===== config.mk =====
export PLATFORM = sky130hd
export DESIGN_NAME = wm_supervisor
export DESIGN_NICKNAME = d
export VERILOG_FILES = /design/src/rtl/wm_pkg.sv /design/src/rtl/wm_stage_checker.sv /design/src/rtl/wm_supervisor.sv
export SDC_FILE = /design/constraint.sdc
export NUM_CORES = 1
export LEC_CHECK = 0
export ABC_AREA = 1
export CAP_MARGIN = 25
export CORE_MARGIN = 8
export CORE_UTILIZATION = 60
export DETAILED_ROUTE_END_ITERATION = 16
export PLACE_DENSITY = 0.91
export SLEW_MARGIN = 20
export SYNTH_ARGS = -nofsm -noshare
export SYNTH_HDL_FRONTEND = slang
export SYNTH_SLANG_ARGS = --single-unit
export TNS_END_PERCENT = 100

===== constraint.sdc =====
create_clock -name clk -period 4.3 [get_ports clk]
set_clock_uncertainty 0.2 [all_clocks]
set_input_delay 0.645 -clock clk [delete_from_list [all_inputs] [get_ports clk]]
set_output_delay 0.645 -clock clk [all_outputs]
set_load 0.01 [all_outputs]

===== src/rtl/wm_pkg.sv =====
// Shared encodings for the washing-machine stage interface and its supervisor.
package wm_pkg;

    // Stage encodings reported by the machine FSM.
    localparam logic [2:0] STG_IDLE  = 3'd0;
    localparam logic [2:0] STG_FILL  = 3'd1;
    localparam logic [2:0] STG_WASH  = 3'd2;
    localparam logic [2:0] STG_RINSE = 3'd3;
    localparam logic [2:0] STG_SPIN  = 3'd4;
    localparam logic [2:0] STG_DONE  = 3'd5;

    // Supervisor states.
    typedef enum logic [2:0] {
        S_IDLE,
        S_REQ,
        S_RUN,
        S_DONE,
        S_FAULT
    } sup_state_e;

    // Latched fault codes.
    localparam logic [2:0] FLT_NONE   = 3'd0;
    localparam logic [2:0] FLT_NO_ACK = 3'd1;
    localparam logic [2:0] FLT_SEQ    = 3'd2;
    localparam logic [2:0] FLT_STALL  = 3'd3;
    localparam logic [2:0] FLT_DOOR   = 3'd4;

    // Successor of a stage, wrapping at 3 bits.
    function automatic logic [2:0] stage_next(input logic [2:0] s);
        return s + 3'd1;
    endfunction

endpackage


===== src/rtl/wm_stage_checker.sv =====
// Combinational legality check of the reported stage against the last accepted one.
// All outputs are suppressed while the door is open (door fault has priority) or
// while power is down (checks are frozen).
module wm_stage_checker
    import wm_pkg::*;
(
    input  logic [2:0] stage_i,
    input  logic [2:0] prev_stage_i,
    input  logic       door_closed_i,
    input  logic       supply_ok_i,
    output logic       seq_err_o,
    output logic       advance_o,
    output logic       is_done_o
);

    logic       active;
    logic [2:0] succ;

    assign active = door_closed_i & supply_ok_i;
    assign succ   = stage_next(prev_stage_i);

    // Classify the current stage relative to the last accepted stage.
    always_comb begin
        seq_err_o = active && (stage_i != prev_stage_i) && (stage_i != succ);
        advance_o = active && (stage_i == succ);
        is_done_o = active && (stage_i == STG_DONE);
    end

endmodule


===== src/rtl/wm_supervisor.sv =====
// Front-panel supervisor: issues the start request, polices the stage sequence,
// drives the door lock and latches a fault code on any violation.
module wm_supervisor
    import wm_pkg::*;
#(
    parameter int unsigned ACK_TIMEOUT  = 4,
    parameter int unsigned STALL_LIMIT  = 16,
    parameter int unsigned UNLOCK_DELAY = 2,
    parameter int unsigned CNT_W        = 16
) (
    input  logic       clk,
    input  logic       rst,
    input  logic       start_btn,
    input  logic       door_closed,
    input  logic       supply_ok,
    input  logic       clear_fault,
    input  logic [2:0] stage,
    output logic       cycle,
    output logic       door_lock,
    output logic       busy,
    output logic       done_pulse,
    output logic       fault,
    output logic [2:0] fault_code
);

    localparam logic [CNT_W-1:0] AckLast   = CNT_W'(ACK_TIMEOUT - 1);
    localparam logic [CNT_W-1:0] StallLast = CNT_W'(STALL_LIMIT - 1);
    localparam logic [CNT_W-1:0] UnlockEnd = CNT_W'(UNLOCK_DELAY);

    sup_state_e       state_q, state_d;
    logic [CNT_W-1:0] cnt_q, cnt_d;
    logic [2:0]       prev_q, prev_d;
    logic [2:0]       code_q, code_d;
    logic             start_q;
    logic             start_rise;
    logic             seq_err, advance, is_done;

    function automatic logic [CNT_W-1:0] sat_inc(input logic [CNT_W-1:0] v);
        return (&v) ? v : v + 1'b1;
    endfunction

    assign start_rise = start_btn & ~start_q;

    wm_stage_checker u_checker (
        .stage_i       (stage),
        .prev_stage_i  (prev_q),
        .door_closed_i (door_closed),
        .supply_ok_i   (supply_ok),
        .seq_err_o     (seq_err),
        .advance_o     (advance),
        .is_done_o     (is_done)
    );

    // State, counter, stage history, fault code and start-button history.
    always_ff @(posedge clk) begin
        if (rst) begin
            state_q <= S_IDLE;
            cnt_q   <= '0;
            prev_q  <= STG_IDLE;
            code_q  <= FLT_NONE;
            start_q <= 1'b0;
        end else begin
            state_q <= state_d;
            cnt_q   <= cnt_d;
            prev_q  <= prev_d;
            code_q  <= code_d;
            start_q <= start_btn;
        end
    end

    // Next-state logic; fault_code is only written on entry to S_FAULT so it never
    // gets overwritten while the fault is pending.
    always_comb begin
        state_d = state_q;
        cnt_d   = cnt_q;
        prev_d  = prev_q;
        code_d  = code_q;
        unique case (state_q)
            S_IDLE: begin
                if (start_rise && door_closed && supply_ok && stage == STG_IDLE) begin
                    state_d = S_REQ;
                    cnt_d   = '0;
                end
            end
            S_REQ: begin
                // Acknowledge wins over a simultaneous timeout.
                if (stage == STG_FILL) begin
                    state_d = S_RUN;
                    prev_d  = STG_FILL;
                    cnt_d   = '0;
                end else if (cnt_q == AckLast) begin
                    state_d = S_FAULT;
                    code_d  = FLT_NO_ACK;
                end else if (supply_ok) begin
                    cnt_d = sat_inc(cnt_q);
                end
            end
            S_RUN: begin
                if (!door_closed) begin
                    state_d = S_FAULT;
                    code_d  = FLT_DOOR;
                end else if (seq_err) begin
                    state_d = S_FAULT;
                    code_d  = FLT_SEQ;
                end else if (is_done) begin
                    state_d = S_DONE;
                    cnt_d   = '0;
                end else if (advance) begin
                    prev_d = stage;
                    cnt_d  = '0;
                end else if (supply_ok) begin
                    if (cnt_q == StallLast) begin
                        state_d = S_FAULT;
                        code_d  = FLT_STALL;
                    end else begin
                        cnt_d = sat_inc(cnt_q);
                    end
                end
            end
            S_DONE: begin
                if (cnt_q == UnlockEnd) begin
                    state_d = S_IDLE;
                end else begin
                    cnt_d = sat_inc(cnt_q);
                end
            end
            S_FAULT: begin
                if (clear_fault && stage == STG_IDLE && door_closed) begin
                    state_d = S_IDLE;
                    code_d  = FLT_NONE;
                end
            end
            default: state_d = S_IDLE;
        endcase
    end

    // Moore outputs decoded from registered state.
    always_comb begin
        cycle      = (state_q == S_REQ);
        busy       = (state_q != S_IDLE);
        door_lock  = (state_q == S_REQ) || (state_q == S_RUN) ||
                     (state_q == S_DONE) || (state_q == S_FAULT);
        done_pulse = (state_q == S_DONE) && (cnt_q == '0);
        fault      = (state_q == S_FAULT);
        fault_code = code_q;
    end

endmodule


# Word-level counts from Yosys, hierarchy flattened

Cells that the tools add are included.

$add $sub $neg: 2
Equality and inequality tests: 35
Multiplexer cells: 40
Bitwise gates (word level): 3
Reductions and logical operators: 25

Operator list:

| cell                                           | count |
|---|---|
| two-way mux 16 bit                             | 12 |
| two-way mux 3 bit                              | 24 |
| case mux 16 bit (4 select lines)               | 1 |
| == test 16 x 2 -> 1 bit, second input constant | 2 |
| != test 4 bit, second input constant           | 6 |
| adder 16 x 1 -> 16 bit, second input constant  | 1 |
| == test 16 x 4 -> 1 bit, second input constant | 1 |
| zero test 16 bit                               | 1 |
| != test 2 bit, second input constant           | 8 |
| AND reduction 16 bit                           | 1 |
| != test 5 bit, second input constant           | 3 |
| case mux 3 bit (5 select lines)                | 1 |
| logical AND 1 bit                              | 10 |
| case mux 3 bit (3 select lines)                | 1 |
| AND reduction 9 bit                            | 1 |
| AND reduction 8 bit                            | 1 |
| AND reduction 7 bit                            | 1 |
| == test 3 x 1 -> 1 bit, second input constant  | 2 |
| == test 3 x 2 -> 1 bit, second input constant  | 2 |
| == test 3 bit, second input constant           | 2 |
| zero test 3 bit                                | 2 |
| != test 2 x 1 -> 1 bit, second input constant  | 3 |
| != test 3 bit                                  | 2 |
| case mux 3 bit (2 select lines)                | 1 |
| other kinds (12)                               | 16 |

Flip-flop bits (word level): 26
Bits of input ports: 9
Output and inout port bits: 8
Word-level logic and storage cells: 110

# Longest topological paths before layout

Depth after elaboration: 9
Mapped depth: 13
Depth with buffers taken out: 13

# Hierarchy

Synthesis repeated with hierarchy kept, for this count alone.

Cell total of the unflattened synthesis: 350
Area, all modules: 2082.0 µm²

Modules (own cells, without submodules):

| module           | instances | cells each | area an instance (µm²) |
|---|---|---|---|
| wm_supervisor    | 1         | 310        | 1905.6 |
| wm_stage_checker | 1         | 40         | 176.4 |

# Worst setup path after synthesis

OpenSTA, ideal clock, no wires.

Path type: input -> register
Start point: in door_closed
End point: reg cnt_q[3]
Library setup time: 69 ps
Arrival: 1716 ps
Setup slack: 2315 ps
Stages on the path: 11
Cells stage by stage: nand2_2 > clkinv_2 > nand2_1 > o21ai_2 > nand2_2 > nor2_4 > nand2_4 > nor2_8 > buf_12 > nand2_2 > a21oi_2

Word-level cells in the longest chain between the ends: 7

Ends and longest elaborated chain:

| what                             | line                   | text |
|---|---|---|
| from (decl)                      | wm_supervisor.sv:14    | `input logic door_closed,` |
| AND 1 bit                        | wm_stage_checker.sv:19 | `assign active = door_closed_i & supply_ok_i;` |
| logical AND 1 bit                | wm_stage_checker.sv:25 | `advance_o = active && (stage_i == succ);` |
| two-way mux 16 bit               | wm_supervisor.sv:108   | `end else if (advance) begin` |
| two-way mux 16 bit               | wm_supervisor.sv:105   | `end else if (is_done) begin` |
| two-way mux 16 bit               | wm_supervisor.sv:102   | `end else if (seq_err) begin` |
| two-way mux 16 bit               | wm_supervisor.sv:99    | `if (!door_closed) begin` |
| case mux 16 bit (4 select lines) | wm_supervisor.sv:78    | `unique case (state_q)` |
| to (signal assigned)             | wm_supervisor.sv:64    | `cnt_q <= cnt_d;` |
| to (decl)                        | wm_supervisor.sv:31    | `logic [CNT_W-1:0] cnt_q, cnt_d;` |

Several ways; a longest one is shown, not always the timed one. The select of a mux whose other input is x is not followed.
A chain may end at the register's enable or synchronous reset.

# Worst setup path in the final report

Start point: reg state_q[0]
End point: out done_pulse

Word-level cells in the longest chain between the ends: 2

Ends and longest elaborated chain:

| what                   | line                 | text |
|---|---|---|
| from (decl)            | wm_supervisor.sv:30  | `sup_state_e state_q, state_d;` |
| from (signal assigned) | wm_supervisor.sv:63  | `state_q <= state_d;` |
| == test 3 x 2 -> 1 bit | wm_supervisor.sv:143 | `done_pulse = (state_q == S_DONE) && (cnt_q == '0);` |
| logical AND 1 bit      | wm_supervisor.sv:143 |  |
| to (decl)              | wm_supervisor.sv:21  | `output logic done_pulse,` |

No other way between the ends.

==> report_table.html <==
<table>
<tr><th>Metric</th><th>Value</th></tr>
<tr><th colspan="2">CTS</th></tr>
<tr><td>Number of buffers created by CTS</td><td>3</td></tr>
<tr><td>Insertion delay of the later-clocked pin in the worst-skew pair</td><td>approximately 0.28 ns</td></tr>
<tr><td>CTS HTree Levels</td><td>1</td></tr>
<tr><td>Number of sinks driven by the clock tree</td><td>26</td></tr>
<tr><td>Clk slew on worst S/H paths</td><td>0.10 ns</td></tr>
<tr><td>Clk buf depth</td><td>2</td></tr>
<tr><td>Count of buffers added by post-CTS timing repair for setup</td><td>0</td></tr>
<tr><td>Hold-fix buffer count after cts</td><td>0</td></tr>
<tr><td>TritonCTS clock tree</td><td>built</td></tr>
<tr><td>Number of resized instances in the post-cts repair step</td><td>0</td></tr>
<tr><td>Root Buffer Master</td><td>clkbuf_8</td></tr>
<tr><th colspan="2">Floorplan</th></tr>
<tr><td>Top-Level Pins</td><td>17</td></tr>
<tr><td>Die extent in y</td><td>just under 80 um</td></tr>
<tr><td>Placeable Area</td><td>about 0.0037 mm2</td></tr>
<tr><td>Floorplan die area</td><td>about 0.006 mm2</td></tr>
<tr><td>Horiz. Die Dim</td><td>about 79 um</td></tr>
<tr><td>Standard-cell row count</td><td>22</td></tr>
<tr><td>Initial cell density of the core</td><td>a little over three fifths</td></tr>
<tr><th colspan="2">Critical path</th></tr>
<tr><td>Start-to-end type of the worst setup path</td><td>flip-flop to primary output</td></tr>
<tr><td>CP endpoint kind</td><td>primary output</td></tr>
<tr><td>Worst reg2reg path depth</td><td>9</td></tr>
<tr><td>Worst path arrival time</td><td>2.06 ns</td></tr>
<tr><td>Max FO, Critical Path</td><td>9</td></tr>
<tr><td>Nature of the critical path startpoint</td><td>flip-flop</td></tr>
<tr><td>Crit. Startpoint</td><td>state_q[0]</td></tr>
<tr><td>Endpoint of the worst register-to-register path</td><td>cnt_q[8]</td></tr>
<tr><td>Critical Path RT</td><td>3.45 ns</td></tr>
<tr><td>Reg2reg start</td><td>cnt_q[0]</td></tr>
<tr><td>Register-to-register path setup slack</td><td>slightly below 2 ns</td></tr>
<tr><td>Timing endpoint of the critical path</td><td>done_pulse</td></tr>
<tr><th colspan="2">Final layout</th></tr>
<tr><td>Register area</td><td>around 520 um2</td></tr>
<tr><td>Antenna Diode Count</td><td>0</td></tr>
<tr><td>Filler cell count in the final layout</td><td>between 300 and 400</td></tr>
<tr><td>Final standard cell area without fillers</td><td>about 0.0026 mm2</td></tr>
<tr><td>Net count of the finished layout</td><td>410</td></tr>
<tr><td>Layout cell share with drive strength beyond 1</td><td>16.7%</td></tr>
<tr><td>Post-layout instance count excluding filler cells</td><td>between 400 and 500</td></tr>
<tr><td>Multi-input combinational cell area</td><td>between 0.0015 and 0.002 mm2</td></tr>
<tr><td>Area growth from synthesis to layout</td><td>10.9%</td></tr>
<tr><td>Post-route core utilization</td><td>between 70% and 80%</td></tr>
<tr><th colspan="2">STA</th></tr>
<tr><td>Final Setup Violations</td><td>0</td></tr>
<tr><td>RSZ-0062 raised after global routing</td><td>no</td></tr>
<tr><td>Final Max Tran Viols</td><td>0</td></tr>
<tr><td>Hold violation count in the final report</td><td>0</td></tr>
<tr><td>Min Clock Period, post-route</td><td>between 2 and 3 ns</td></tr>
<tr><td>Pin slew with the least headroom to its limit</td><td>between 0.4 and 0.5 ns</td></tr>
<tr><td>Fmax achieved</td><td>around 340 MHz</td></tr>
<tr><td>Relative max-transition margin</td><td>between 70% and 80%</td></tr>
<tr><td>Sum of negative setup slack</td><td>0 ns</td></tr>
<tr><td>Post-route fraction of the period consumed by the critical path</td><td>between 60% and 70%</td></tr>
<tr><th colspan="2">Routing</th></tr>
<tr><td>Detail-routed net length per standard cell</td><td>about 13 um</td></tr>
<tr><td>Aggregate routed wire length</td><td>approximately 5.9 mm</td></tr>
<tr><td>Number of nets still failing antenna checks after routing</td><td>0</td></tr>
<tr><td>DRC Markers</td><td>0</td></tr>
<tr><td>Router iterations before antenna repair</td><td>5</td></tr>
<tr><td>Vias</td><td>roughly 2500</td></tr>
<tr><td>Initial drt markers</td><td>roughly 270</td></tr>
<tr><td>Detailed-route vias per instance</td><td>roughly 5.6</td></tr>
<tr><th colspan="2">Logic synthesis</th></tr>
<tr><td>Flop and latch count out of synthesis</td><td>26</td></tr>
<tr><td>Top flip-flop cell by instance count after synthesis</td><td>dfxtp_1</td></tr>
<tr><td>Cell Area, Synth</td><td>about 0.0023 mm2</td></tr>
<tr><td>List of most frequent post-synthesis cells</td><td>nand2_1, nor2_1, inv_1</td></tr>
<tr><td>Warning count from the yosys run</td><td>0</td></tr>
<tr><td>Fraction of the mapped netlist area in compound gates</td><td>9.28%</td></tr>
<tr><td>Top cells by area, synth</td><td>dfxtp_1, nand2_1, nor2_1</td></tr>
<tr><td>Register area share after synthesis</td><td>22.2%</td></tr>
<tr><td>Biggest area consumer among synthesized cells</td><td>dfxtp_1</td></tr>
<tr><td>Fraction of synthesized area in multiplexers</td><td>0%</td></tr>
<tr><td>Arithmetic-cell share of the synthesized area counting full adders, half adders and majority gates</td><td>2.13%</td></tr>
<tr><td>Combinational family with the most area after synthesis</td><td>simple AND/OR/NAND/NOR gates</td></tr>
<tr><td>Synthesized Nets</td><td>393</td></tr>
<tr><td>Average footprint of a synthesized cell</td><td>between 6 and 7 um2</td></tr>
<tr><td>Top-area cell type share of the netlist area</td><td>between 20% and 30%</td></tr>
<tr><td>Count of distinct cell types in the synthesized netlist</td><td>39</td></tr>
<tr><td>Cells after synthesis</td><td>between 300 and 400</td></tr>
<tr><td>Share of async-settable or async-resettable flops after synthesis</td><td>0%</td></tr>
<tr><td>Simple-Gate Fraction of Synth Area</td><td>55.3%</td></tr>
<tr><td>XOR/XNOR share of the synthesized area</td><td>between 1.5 and 2%</td></tr>
<tr><td>Most common cell in the netlist</td><td>nand2_1</td></tr>
<tr><td>EDFF count, synth</td><td>0</td></tr>
<tr><th colspan="2">Global routing</th></tr>
<tr><td>Overall track demand over capacity in global routing</td><td>19.2%</td></tr>
<tr><td>Number of global-route vias before repair</td><td>2168</td></tr>
<tr><td>Antenna violations before repair</td><td>0</td></tr>
<tr><td>Total global routing overflow</td><td>0</td></tr>
<tr><td>First-pass GRT wire length</td><td>between 9 and 10 mm</td></tr>
<tr><td>Largest net degree at the start of global routing</td><td>21</td></tr>
<tr><th colspan="2">Power</th></tr>
<tr><td>Power per unit of standard cell area</td><td>approximately 320 mW/mm2</td></tr>
<tr><td>Leakage component of the power</td><td>between 1 and 1.5 nW</td></tr>
<tr><td>Max VDD drop</td><td>roughly 0.00024 V</td></tr>
<tr><th colspan="2">Placement</th></tr>
<tr><td>Cell total after placement</td><td>between 400 and 500</td></tr>
<tr><td>Routability-driven placement congestion ratio</td><td>about 0.95</td></tr>
<tr><td>Total of buffers placed on input and output ports</td><td>16</td></tr>
<tr><td>Placement-stage cell area</td><td>0.00253 mm2</td></tr>
<tr><td>Half-perimeter wire length after placement</td><td>4.34 mm</td></tr>
<tr><th colspan="2">Min path</th></tr>
<tr><td>Min-Delay Path Class</td><td>flip-flop to flip-flop</td></tr>
<tr><th colspan="2">Job</th></tr>
<tr><td>Total of max-cap violations</td><td>0</td></tr>
<tr><th colspan="2">Run status</th></tr>
<tr><td>Run status</td><td>finished clean</td></tr>
</table>
-- placed cells by master, fill, tap and decap left out, types with 3 or more instances in the layout --
cell type / count
nand4_1: 9
nand3_1: 31
nand2_1: 118
nand3b_1: 5
a21oi_2: 9
nand2_2: 9
nor2_2: 7
clkbuf_8: 3
inv_1: 33
nand3_2: 9
dfxtp_1: 26
nor2_4: 3
nor3_1: 9
o21ai_0: 9
clkdlybuf4s50_1: 16
xor2_1: 4
a21oi_1: 12
nor2_1: 46
ha_1: 4
nand2_4: 3
inv_2: 10
-- cells by family (layout without fill, tap and decap cells) --
| logic type | count (synthesis) | in the layout |
|---|---|---|
| XOR/XNOR | 5 | 5 |
| buffers and inverters | 51 | 67 |
| AO/OA/AOI/OAI | 35 | 35 |
| adder cells (fa/ha/maj) | 4 | 4 |
| flip-flops | 26 | 26 |
| AND/OR/NAND/NOR | 259 | 259 |
-- critical path: stages, from the launching register on --
cell and delay, ns:
dfxtp_1 0.50, nand3_1 0.18, inv_2 0.18, nand2_1 0.07, nor3_1 0.26, clkdlybuf4s50_1 0.59
-- power breakdown --
part | total, mW | switching, mW | internal, mW
combinational | 0.329 | 0.211 | 0.118
sequential | 0.287 | 0.0246 | 0.263
clock | 0.210 | 0.0849 | 0.125
total | 0.826 | 0.321 | 0.505
-- worst min-delay path by stage --
stage                  startpoint             to  depth (start not counted)
CTS                 fault_code[2]  fault_code[2]                          2
detailed placement  fault_code[2]  fault_code[2]                          2
finish              fault_code[2]  fault_code[2]                          2
floorplan                cnt_q[2]       cnt_q[2]                          2
global route        fault_code[2]  fault_code[2]                          2
global placement    fault_code[2]  fault_code[2]                          2
-- layer usage --
layer,part of all wire [%],GRT usage (%)
met1,47,26.2
met2,45,30.1
met3,6.7,2.62
met4,1.9,6.85
met5,0,0
-- sequential cells by signal, summed over array words and instances (netlist names) --
register and count:
prev_q 3, fault_code 3, state_q 3, start_q 1, cnt_q 16
-- final cells by class --
cell class / instances / share of cell area, %
Multi-Input combinational cell: 303 / 61.8
Sequential cell: 26 / 20.0
Timing Repair Buffer: 17 / 6.45
Clock inverter: 1 / 1.15
Clock buffer: 3 / 1.59
Inverter: 46 / 6.69
Tap cell: 48 / 2.31
-- through the flow --
| step | worst slack (ns) | hold WS [ns] | total power, mW |
|---|---|---|---|
| global route | 1.30 | 0.281 | 0.881 |
| detailed placement | 1.50 | 0.253 | 0.618 |
| CTS | 1.40 | 0.268 | 0.831 |
| global placement | 1.55 | 0.249 | 0.610 |
| floorplan | 2.32 | 0.281 | 0.546 |
| finish | 1.39 | 0.268 | 0.826 |
No activity file was read; power rests on OpenSTA's default activity.
